File: src/rtl/qracc_bus_initiator.sv
`default_nettype none
// +--------------------------------------------------------------------------+
// | qracc_bus_initiator                                                      |
// | Streams weights, activations and scalers into QRAcc, then reads the      |
// | output fmap back out on a sink stream.                                   |
// | Revision: 1.0                                                            |
// +--------------------------------------------------------------------------+
module qracc_bus_initiator #(
  parameter int NUM_ROWS       = 256,
  parameter int NUM_SCALERS    = 32,
  parameter int DATA_BUS_WIDTH = 32
) (
  input  logic                      clk,
  input  logic                      rst,
  input  logic                      start,
  input  logic [3:0]                n_input_bits,
  input  logic [31:0]               input_fmap_size,
  input  logic [31:0]               output_fmap_size,
  input  logic                      src_valid,
  output logic                      src_ready,
  input  logic [DATA_BUS_WIDTH-1:0] src_data,
  output logic                      ctrl_start_o,
  output logic                      bus_valid,
  output logic                      bus_wen,
  output logic [DATA_BUS_WIDTH-1:0] bus_data_out,
  input  logic                      bus_ready,
  input  logic                      bus_rd_data_valid,
  input  logic [DATA_BUS_WIDTH-1:0] bus_rd_data,
  output logic                      snk_valid,
  input  logic                      snk_ready,
  output logic [DATA_BUS_WIDTH-1:0] snk_data,
  output logic                      busy,
  output logic                      done,
  output logic                      cfg_err,
  output logic [2:0]                phase_o
);

  typedef enum logic [2:0] {
    S_IDLE    = 3'd0,
    S_KICK    = 3'd1,
    S_WEIGHTS = 3'd2,
    S_ACTS    = 3'd3,
    S_SCALERS = 3'd4,
    S_READ    = 3'd5,
    S_DRAIN   = 3'd6
  } state_t;

  localparam logic [31:0] W_WORDS = 32'(NUM_ROWS);
  localparam logic [31:0] S_WORDS = 32'(NUM_SCALERS);
  localparam logic [4:0]  LG_DW   = 5'($clog2(DATA_BUS_WIDTH));

  state_t                    state_q, state_d;
  logic [31:0]               beat_q, beat_d;
  logic [31:0]               load_q, load_d;
  logic [31:0]               a_tgt_q, a_tgt_d;
  logic [31:0]               r_tgt_q, r_tgt_d;
  logic                      bus_valid_q, bus_valid_d;
  logic                      bus_wen_q, bus_wen_d;
  logic [DATA_BUS_WIDTH-1:0] bus_data_q, bus_data_d;
  logic                      pending_q, pending_d;
  logic                      snk_valid_q, snk_valid_d;
  logic [DATA_BUS_WIDTH-1:0] snk_data_q, snk_data_d;
  logic                      busy_q, busy_d;
  logic                      done_q, done_d;
  logic                      cfg_err_q, cfg_err_d;
  logic                      ctrl_start_q, ctrl_start_d;

  logic        cfg_ok;
  logic [4:0]  epw_sh;
  logic [31:0] epw_m1;
  logic [31:0] a_words;
  logic [31:0] phase_tgt;
  logic        in_wr;
  logic        bus_hs;
  logic        src_fire;
  logic        last_beat;
  logic        snk_hs;
  logic        rd_cap;
  logic        rd_issue;

  // Elements per word is a power of two, so the ceiling divide is a shift plus remainder test.
  always_comb begin
    cfg_ok = 1'b1;
    epw_sh = LG_DW;
    case (n_input_bits)
      4'd1:    epw_sh = LG_DW;
      4'd2:    epw_sh = LG_DW - 5'd1;
      4'd4:    epw_sh = LG_DW - 5'd2;
      4'd8:    epw_sh = LG_DW - 5'd3;
      default: cfg_ok = 1'b0;
    endcase
    epw_m1  = (32'd1 << epw_sh) - 32'd1;
    a_words = (input_fmap_size >> epw_sh) + {31'd0, |(input_fmap_size & epw_m1)};
  end

  always_comb begin
    phase_tgt = 32'd0;
    case (state_q)
      S_WEIGHTS: phase_tgt = W_WORDS;
      S_ACTS:    phase_tgt = a_tgt_q;
      S_SCALERS: phase_tgt = S_WORDS;
      default:   phase_tgt = 32'd0;
    endcase
  end

  assign in_wr     = (state_q == S_WEIGHTS) || (state_q == S_ACTS) || (state_q == S_SCALERS);
  assign bus_hs    = bus_valid_q && bus_ready;
  assign src_ready = in_wr && (load_q != phase_tgt) && (!bus_valid_q || bus_hs);
  assign src_fire  = src_valid && src_ready;
  assign last_beat = in_wr && bus_hs && (beat_q == phase_tgt - 32'd1);
  assign snk_hs    = snk_valid_q && snk_ready;
  assign rd_cap    = bus_rd_data_valid && pending_q;
  assign rd_issue  = (state_q == S_READ) && !bus_valid_q && !pending_q &&
                     (load_q != r_tgt_q) && (!snk_valid_q || snk_hs);

  always_comb begin
    state_d      = state_q;
    beat_d       = beat_q;
    load_d       = load_q;
    a_tgt_d      = a_tgt_q;
    r_tgt_d      = r_tgt_q;
    bus_valid_d  = bus_valid_q;
    bus_data_d   = bus_data_q;
    pending_d    = pending_q;
    snk_valid_d  = snk_valid_q;
    snk_data_d   = snk_data_q;
    busy_d       = busy_q;
    done_d       = 1'b0;
    cfg_err_d    = cfg_err_q;
    ctrl_start_d = 1'b0;

    if (snk_hs) snk_valid_d = 1'b0;

    case (state_q)
      S_IDLE: begin
        if (start) begin
          if (cfg_ok) begin
            state_d      = S_KICK;
            busy_d       = 1'b1;
            cfg_err_d    = 1'b0;
            ctrl_start_d = 1'b1;
            a_tgt_d      = a_words;
            r_tgt_d      = output_fmap_size;
            beat_d       = 32'd0;
            load_d       = 32'd0;
          end else begin
            cfg_err_d = 1'b1;
          end
        end
      end
      S_KICK: state_d = S_WEIGHTS;
      S_WEIGHTS, S_ACTS, S_SCALERS: begin
        if (src_fire) begin
          bus_valid_d = 1'b1;
          bus_data_d  = src_data;
          load_d      = load_q + 32'd1;
        end else if (bus_hs) begin
          bus_valid_d = 1'b0;
        end
        if (bus_hs) beat_d = beat_q + 32'd1;
        if (last_beat) begin
          beat_d = 32'd0;
          load_d = 32'd0;
          if (state_q == S_WEIGHTS) state_d = (a_tgt_q == 32'd0) ? S_SCALERS : S_ACTS;
          else if (state_q == S_ACTS) state_d = S_SCALERS;
          else state_d = S_READ;
        end
      end
      S_READ: begin
        if (r_tgt_q == 32'd0) begin
          state_d = S_IDLE;
          done_d  = 1'b1;
          busy_d  = 1'b0;
        end else begin
          if (bus_hs) begin
            bus_valid_d = 1'b0;
            pending_d   = 1'b1;
          end else if (rd_issue) begin
            bus_valid_d = 1'b1;
            load_d      = load_q + 32'd1;
          end
          // A request is only issued with the sink free, so a capture never overwrites.
          if (rd_cap) begin
            pending_d   = 1'b0;
            snk_valid_d = 1'b1;
            snk_data_d  = bus_rd_data;
            beat_d      = beat_q + 32'd1;
            if (beat_q == r_tgt_q - 32'd1) state_d = S_DRAIN;
          end
        end
      end
      S_DRAIN: begin
        if (snk_hs) begin
          state_d = S_IDLE;
          done_d  = 1'b1;
          busy_d  = 1'b0;
          beat_d  = 32'd0;
          load_d  = 32'd0;
        end
      end
      default: state_d = S_IDLE;
    endcase

    bus_wen_d = (state_d == S_WEIGHTS) || (state_d == S_ACTS) || (state_d == S_SCALERS);
  end

  always_ff @(posedge clk or posedge rst) begin
    if (rst) begin
      state_q      <= S_IDLE;
      beat_q       <= '0;
      load_q       <= '0;
      a_tgt_q      <= '0;
      r_tgt_q      <= '0;
      bus_valid_q  <= 1'b0;
      bus_wen_q    <= 1'b0;
      bus_data_q   <= '0;
      pending_q    <= 1'b0;
      snk_valid_q  <= 1'b0;
      snk_data_q   <= '0;
      busy_q       <= 1'b0;
      done_q       <= 1'b0;
      cfg_err_q    <= 1'b0;
      ctrl_start_q <= 1'b0;
    end else begin
      state_q      <= state_d;
      beat_q       <= beat_d;
      load_q       <= load_d;
      a_tgt_q      <= a_tgt_d;
      r_tgt_q      <= r_tgt_d;
      bus_valid_q  <= bus_valid_d;
      bus_wen_q    <= bus_wen_d;
      bus_data_q   <= bus_data_d;
      pending_q    <= pending_d;
      snk_valid_q  <= snk_valid_d;
      snk_data_q   <= snk_data_d;
      busy_q       <= busy_d;
      done_q       <= done_d;
      cfg_err_q    <= cfg_err_d;
      ctrl_start_q <= ctrl_start_d;
    end
  end

  assign ctrl_start_o = ctrl_start_q;
  assign bus_valid    = bus_valid_q;
  assign bus_wen      = bus_wen_q;
  assign bus_data_out = bus_data_q;
  assign snk_valid    = snk_valid_q;
  assign snk_data     = snk_data_q;
  assign busy         = busy_q;
  assign done         = done_q;
  assign cfg_err      = cfg_err_q;
  assign phase_o      = state_q;

endmodule
`default_nettype wire

File: config.mk
export PLATFORM = sky130hd
export DESIGN_NAME = qracc_bus_initiator
export DESIGN_NICKNAME = d
export VERILOG_FILES = /design/src/rtl/qracc_bus_initiator.sv
export SDC_FILE = /design/constraint.sdc
export NUM_CORES = 1
export LEC_CHECK = 0
export CORE_ASPECT_RATIO = 0.8
export CORE_MARGIN = 4
export CORE_UTILIZATION = 50
export CTS_BUF_LIST = sky130_fd_sc_hd__clkbuf_8 sky130_fd_sc_hd__clkbuf_16
export CTS_CLUSTER_DIAMETER = 150
export DETAILED_ROUTE_END_ITERATION = 16
export PLACE_DENSITY = 0.76
export SLEW_MARGIN = 20
export SYNTH_ARGS = -nofsm -noshare
export SYNTH_HDL_FRONTEND = slang
export SYNTH_SLANG_ARGS = --single-unit
File: constraint.sdc
create_clock -name clk -period 7.2 [get_ports clk]
set_clock_uncertainty 0.15 [all_clocks]
set_input_delay 1.08 -clock clk [delete_from_list [all_inputs] [get_ports clk]]
set_output_delay 1.08 -clock clk [all_outputs]
set_load 0.01 [all_outputs]
**Yosys cells after proc, flatten, opt, wreduce, memory -nomap -nowiden**

Index checks and enable logic that the tools add are counted.

- Flip-flop bits (word level): 203
- Bits of input ports: 139
- Output and inout port bits: 75
- Logic and storage cells: 146

- Add/sub/neg operators: 6
- Equal/unequal tests: 29
- Shifts and indexed selects: 2
- Mux-type cells: 52
- Bitwise operators: 2
- Reduce and logical (&&, ||, !) cells: 40

Operators by type and width:

| kind | number |
|---|---|
| 2-to-1 mux 32 bit | 12 |
| case mux 32 bit (4 select lines) | 2 |
| case mux 32 bit (3 select lines) | 1 |
| subtractor 32 x 1 -> 32 bit (second input constant) | 3 |
| adder 32 x 1 -> 32 bit (second input constant) | 2 |
| == test 32 bit | 2 |
| zero test 32 bit | 2 |
| inequality test 32 bit | 2 |
| adder 32 x 1 -> 32 bit | 1 |
| bitwise AND 32 bit | 1 |
| OR reduction 32 bit | 1 |
| left shift 1 x 5 -> 32 bit (first input constant) | 1 |
| right shift 32 x 5 -> 32 bit | 1 |
| 2-to-1 mux 3 bit | 9 |
| 2-to-1 mux 1 bit | 23 |
| case mux 3 bit (5 select lines) | 1 |
| inequality test 2 bit (second input constant) | 7 |
| == test 3 x 2 -> 1 bit (second input constant) | 4 |
| == test 3 bit (second input constant) | 4 |
| logical AND 1 bit | 12 |
| inequality test 3 bit (second input constant) | 4 |
| case mux 3 bit (3 select lines) | 1 |
| AND reduction 3 bit | 3 |
| AND reduction 8 bit | 1 |
| 21 further kinds | 31 |

**Logic depth before layout (Yosys ltp)**

- Depth in word-level cells: 10
- Gate-level depth with buffers: 19
- Gate-level depth less buffers: 14

**Worst setup path after synthesis**

No wires, ideal clock.

- Path kind: input-to-reg
- Start point: input port n_input_bits[3]
- End point: register a_tgt_q[28]
- Library setup time: 0.134 ns
- Arrival: 4.300 ns
- Data required time: 6.916 ns
- Slack: 2.616 ns
- Stages: 14
- Buffers on the path: 4
- Path through: buf_2 > xor2_1 > nand2_1 > clkbuf_1 > buf_2 > clkbuf_1 > a21boi_0 > ha_1 > nand2_1 > nor4b_1 > nand3_1 > nor3b_1 > xnor2_1 > o21ai_0

- Longest elaborated chain between the ends: 7
- Elaborated cells on any way between the ends: 14
- Those cells by class: add/sub: 2; eq/ne: 4; shift: 2; mux: 2; bitwise: 1; reduce/logical: 3

Ends and longest elaborated chain:

| what | RTL line | source |
|---|---|---|
| start, declared | 16 | `input logic [3:0] n_input_bits,` |
| == test 4 bit, or another cell as far along | 85 | `case (n_input_bits)` |
| case mux 3 bit (3 select lines) | 85 |  |
| left shift 1 x 5 -> 32 bit | 92 | `epw_m1 = (32'd1 << epw_sh) - 32'd1;` |
| subtractor 32 x 1 -> 32 bit | 92 |  |
| bitwise AND 32 bit | 93 | `a_words = (input_fmap_size >> epw_sh) + {31'd0, \|(input_fmap_size & epw_m1)};` |
| OR reduction 32 bit | 93 |  |
| adder 32 x 1 -> 32 bit | 93 |  |
| end signal, assigned | 228 | `a_tgt_q <= a_tgt_d;` |
| end, declared | 55 | `logic [31:0] a_tgt_q, a_tgt_d;` |

Several ways; a longest one is shown, not always the timed one.
A chain may end at the register's enable or synchronous reset.

**Worst setup path in the final report**

- Start point: register state_q[2] (netlist: phase_o[2])
- End point: output port src_ready

- Longest elaborated chain between the ends: 5
- Elaborated cells on any way between the ends: 9
- Those cells by class: eq/ne: 4; mux: 1; reduce/logical: 4

Ends and longest elaborated chain:

| what | RTL line | source |
|---|---|---|
| start, declared | 52 | `state_t state_q, state_d;` |
| start signal, assigned | 225 | `state_q <= state_d;` |
| == test 3 bit or == test 3 x 2 -> 1 bit (tied branches) | 98, 106 |  |
| case mux 32 bit (3 select lines) or logical OR 1 bit (tied branches) | 98, 106 |  |
| inequality test 32 bit or logical OR 1 bit (tied branches) | 108, 106 |  |
| logical AND 1 bit (*) (2 in series) | 108 | `assign src_ready = in_wr && (load_q != phase_tgt) && (!bus_valid_q \|\| bus_hs);` |
| end, declared | 20 | `output logic src_ready,` |

Mark *: on every way between the ends. The rest lies on a longest branch, timed or not.

==> metrics.yaml <==
timing:
  relSlewSlack_pct: 22.9
  hold_viol: 0
  drv_slew: 0
  setup_slack_ps: 1870
  max_freq_mhz: 188
  hold_slack_ps: 354
  fin_crit_sh_pct: 74.0
  fin_tns_setup_ps: 0
  rsz0062_at_grt: "false"
  period_needed_ps: 5330
  tightest_slew_ps: 1140
  setup_viol: 0
global_route:
  antenna_found_initial: 0
  grt.total_usage_pct: 28.3
  grt_pass1_wl_microns: 74300
  grt_pass1_vias: 13100
  overflow: 0
  grt_max_degree: 152
cells_and_area:
  drive_above_1_share_pct: 9.20
  layout.cells.non_filler: 2251
  fillers: 2430
  area_growth_pct: 19.2
  multiInputGateArea_sq_um: 8910
  fin_nets: 2013
  ff_latch_area_sq_um: 5080
  diodes: 0
logic_synthesis:
  synthCells: 1763
  synth_area_sq_um: 14800
  synth_nets: 1910
  synthArstFlopShare_pct: 100
  synth-edff-count: 0
  avgSynthCellArea_sq_um: 8.38
  synth_cell_types: 85
  ys_warn_count: 0
  synthFlopType: "dfrtp_1"
  synth-seq-area-share_pct: 34.4
  synth_seq_cells: 203
critical_path:
  crit_type: "register to output pin"
  required_ps: 5970
  crit_fanout: 48
  crit-reg2reg-launch: "phase_o[1]"
  r2r-end: "load_q[24]"
  worstSetupStartpointType: "register"
  crit_path_end_kind: "output pin"
  r2r_cells: 14
  crit_start: "phase_o[2]"
  reg2reg_setup_slack_ps: 1930
  cp-endpoint: "src_ready"
  crit_arrival_ps: 4100
die:
  fp.dieArea_sq_um: 32400
  fp.dieH_microns: 162
  io_pins: 214
  fp.coreArea_sq_um: 28700
  die_x_microns: 200
  start_util_pct: 51.5
  rows: 55
status:
  status: "finished clean"
place:
  dp.cells: 2212
  place_ws_ps: 1730
  dp_hpwl_microns: 36200
  io_buffer_count: 213
  routabilityCongestion: 1.04
routing:
  dr.pass1.iters: 6
  drc: 0
  drt-initial-drc-count: 1763
  vias: 14200
  wl_microns: 48600
  viasPerCell: 6.30
  ant_nets: 0
  wl_per_cell_microns: 21.6
clock_tree:
  clkSlewWorstSetupHoldPaths_ps: 60
  h-tree-depth: 1
  cts_buffers: 22
  hold_buffers: 0
  cts_buffer_depth: 3
  cts_setup_buffers: 0
  clock_sinks: 203
  cts_root_buffer: "clkbuf_16"
  clock_latency_ps: 520
  tritoncts: "done"
  cts_resized: 0
power:
  power_mw: 5.54
  p_per_area_nw_per_um2: 314
  p_leak_nw: 7.21
  vdd_drop_max_uv: 228
job:
  maxCapViolations: 0
worst_hold_path:
  hold_class: "register to register"
-- per-layer routing --
metal | global-route usage (%) | routed length (microns) | vias up
li1 | - | - | 6488
met1 | 39.9 | 20100 | 6858
met2 | 43.1 | 21300 | 738
met3 | 9.78 | 6140 | 97
met4 | 5.22 | 1030 | 0
met5 | 0 | 0 | -
-- registers in the layout (all words and copies together) (netlist names) --
signal	flops
bus_valid	1
pending_q	1
load_q	32
a_tgt_q	32
bus_wen	1
cfg_err	1
phase_o	3
busy	1
bus_data_out	32
snk_valid	1
ctrl_start_o	1
done	1
snk_data	32
beat_q	32
r_tgt_q	32
-- worst min path at each step --
stage                       from  slack (ps)            to  cells past startpoint
finish               snk_data[8]         350   snk_data[8]                      1
global route         snk_data[8]         360   snk_data[8]                      1
CTS                 snk_data[27]         360  snk_data[27]                      1
detailed placement  snk_data[27]         340  snk_data[27]                      1
global placement     snk_data[9]         330   snk_data[9]                      1
floorplan              pending_q         360     pending_q                      1
-- cell type report --
type	count	area share (%)
multi-input combinational	1360	50.6
timing repair buffer	233	13.0
inverter	46	1.05
sequential	203	28.8
tap	370	2.63
clock inverter	13	0.448
clock buffer	26	3.50
-- cells in the mapped netlist, drive strengths merged (14+ instances only) --
master  count  area (sq um)
a21oi      59           307
a31oi      33           206
and3       19           119
buf        40           204
clkbuf    114           428
dfrtp     203          5080
inv        46           173
mux2       71           800
mux2i      44           440
nand2     231           867
nand3      60           300
nand4      34           213
nor2      150           563
nor3       40           210
nor4       38           287
nor4bb     14           140
o21ai     103           515
o31ai      18           135
o32ai      15           131
or2        14          87.6
or3        39           244
or4        17           131
xnor2      75           657
xor2       94           823
-- kinds of logic (layout without fill, tap and decap cells) --
kind of cell               Yosys count  after routing  synth area share [%]
DFF                                203            203                  34.4
and+or+nand+nor                    732            732                  25.4
AOI/OAI and AO/OA                  327            327                  14.6
other                                2              2                0.0508
xor gates and xnor gates           169            169                  10.0
adders and majority gates            8              8                 0.677
buffers and inverters              200            318                  5.45
muxes                              122            122                  9.46
-- per-stage QoR --
stage	cell area, sq um	utilization [%]
2_1_floorplan	14800	-
3_3_place_gp	16900	58.9
3_5_place_dp	16900	58.9
4_1_cts	17600	61.4
5_1_grt	17600	61.4
6_report	17600	61.4
-- critical path: stages (launching register included) --
cell and delay [ps]:
dfrtp_1 340, buf_4 250, nand3b_1 430, buf_4 530
nor2_1 100, o32ai_1 290, nand2_1 110, a2111oi_0 570
a21oi_1 160, and2_1 240, clkdlybuf4s50_1 500
-- cells in the final DEF, fill, tap and decap left out, drive strengths merged, types with 8 or more instances in the layout --
master	synthesis	final
or2	14	14
xnor2	75	75
mux2	71	71
nand3	60	60
nand2	231	231
nor4	38	38
a21oi	59	59
nor2b	12	12
ha	8	8
o21ai	103	103
a2111oi	9	9
nor3	40	40
a31oi	33	33
nor2	150	150
nand4b	9	9
inv	46	49
nand4	34	34
and2	11	11
buf	40	20
dfrtp	203	203
o32ai	15	15
nor4bb	14	14
or4	17	17
and3	19	19
nor4b	9	9
clkdlybuf4s50	0	213
or3	39	39
xor2	94	94
clkbuf	114	26
mux2i	44	44
o31ai	18	18
a211oi	8	8
nand2b	9	9
nand3b	9	9
-- power breakdown --
| part | switching (mW) | leakage (nW) | internal (mW) |
|---|---|---|---|
| clock | 0.483 | 0.346 | 0.614 |
| sequential | 0.807 | 2.64 | 1.44 |
| combinational | 1.17 | 4.23 | 1.03 |
| total | 2.46 | 7.21 | 3.08 |
No activity file was read; power rests on OpenSTA's default activity.
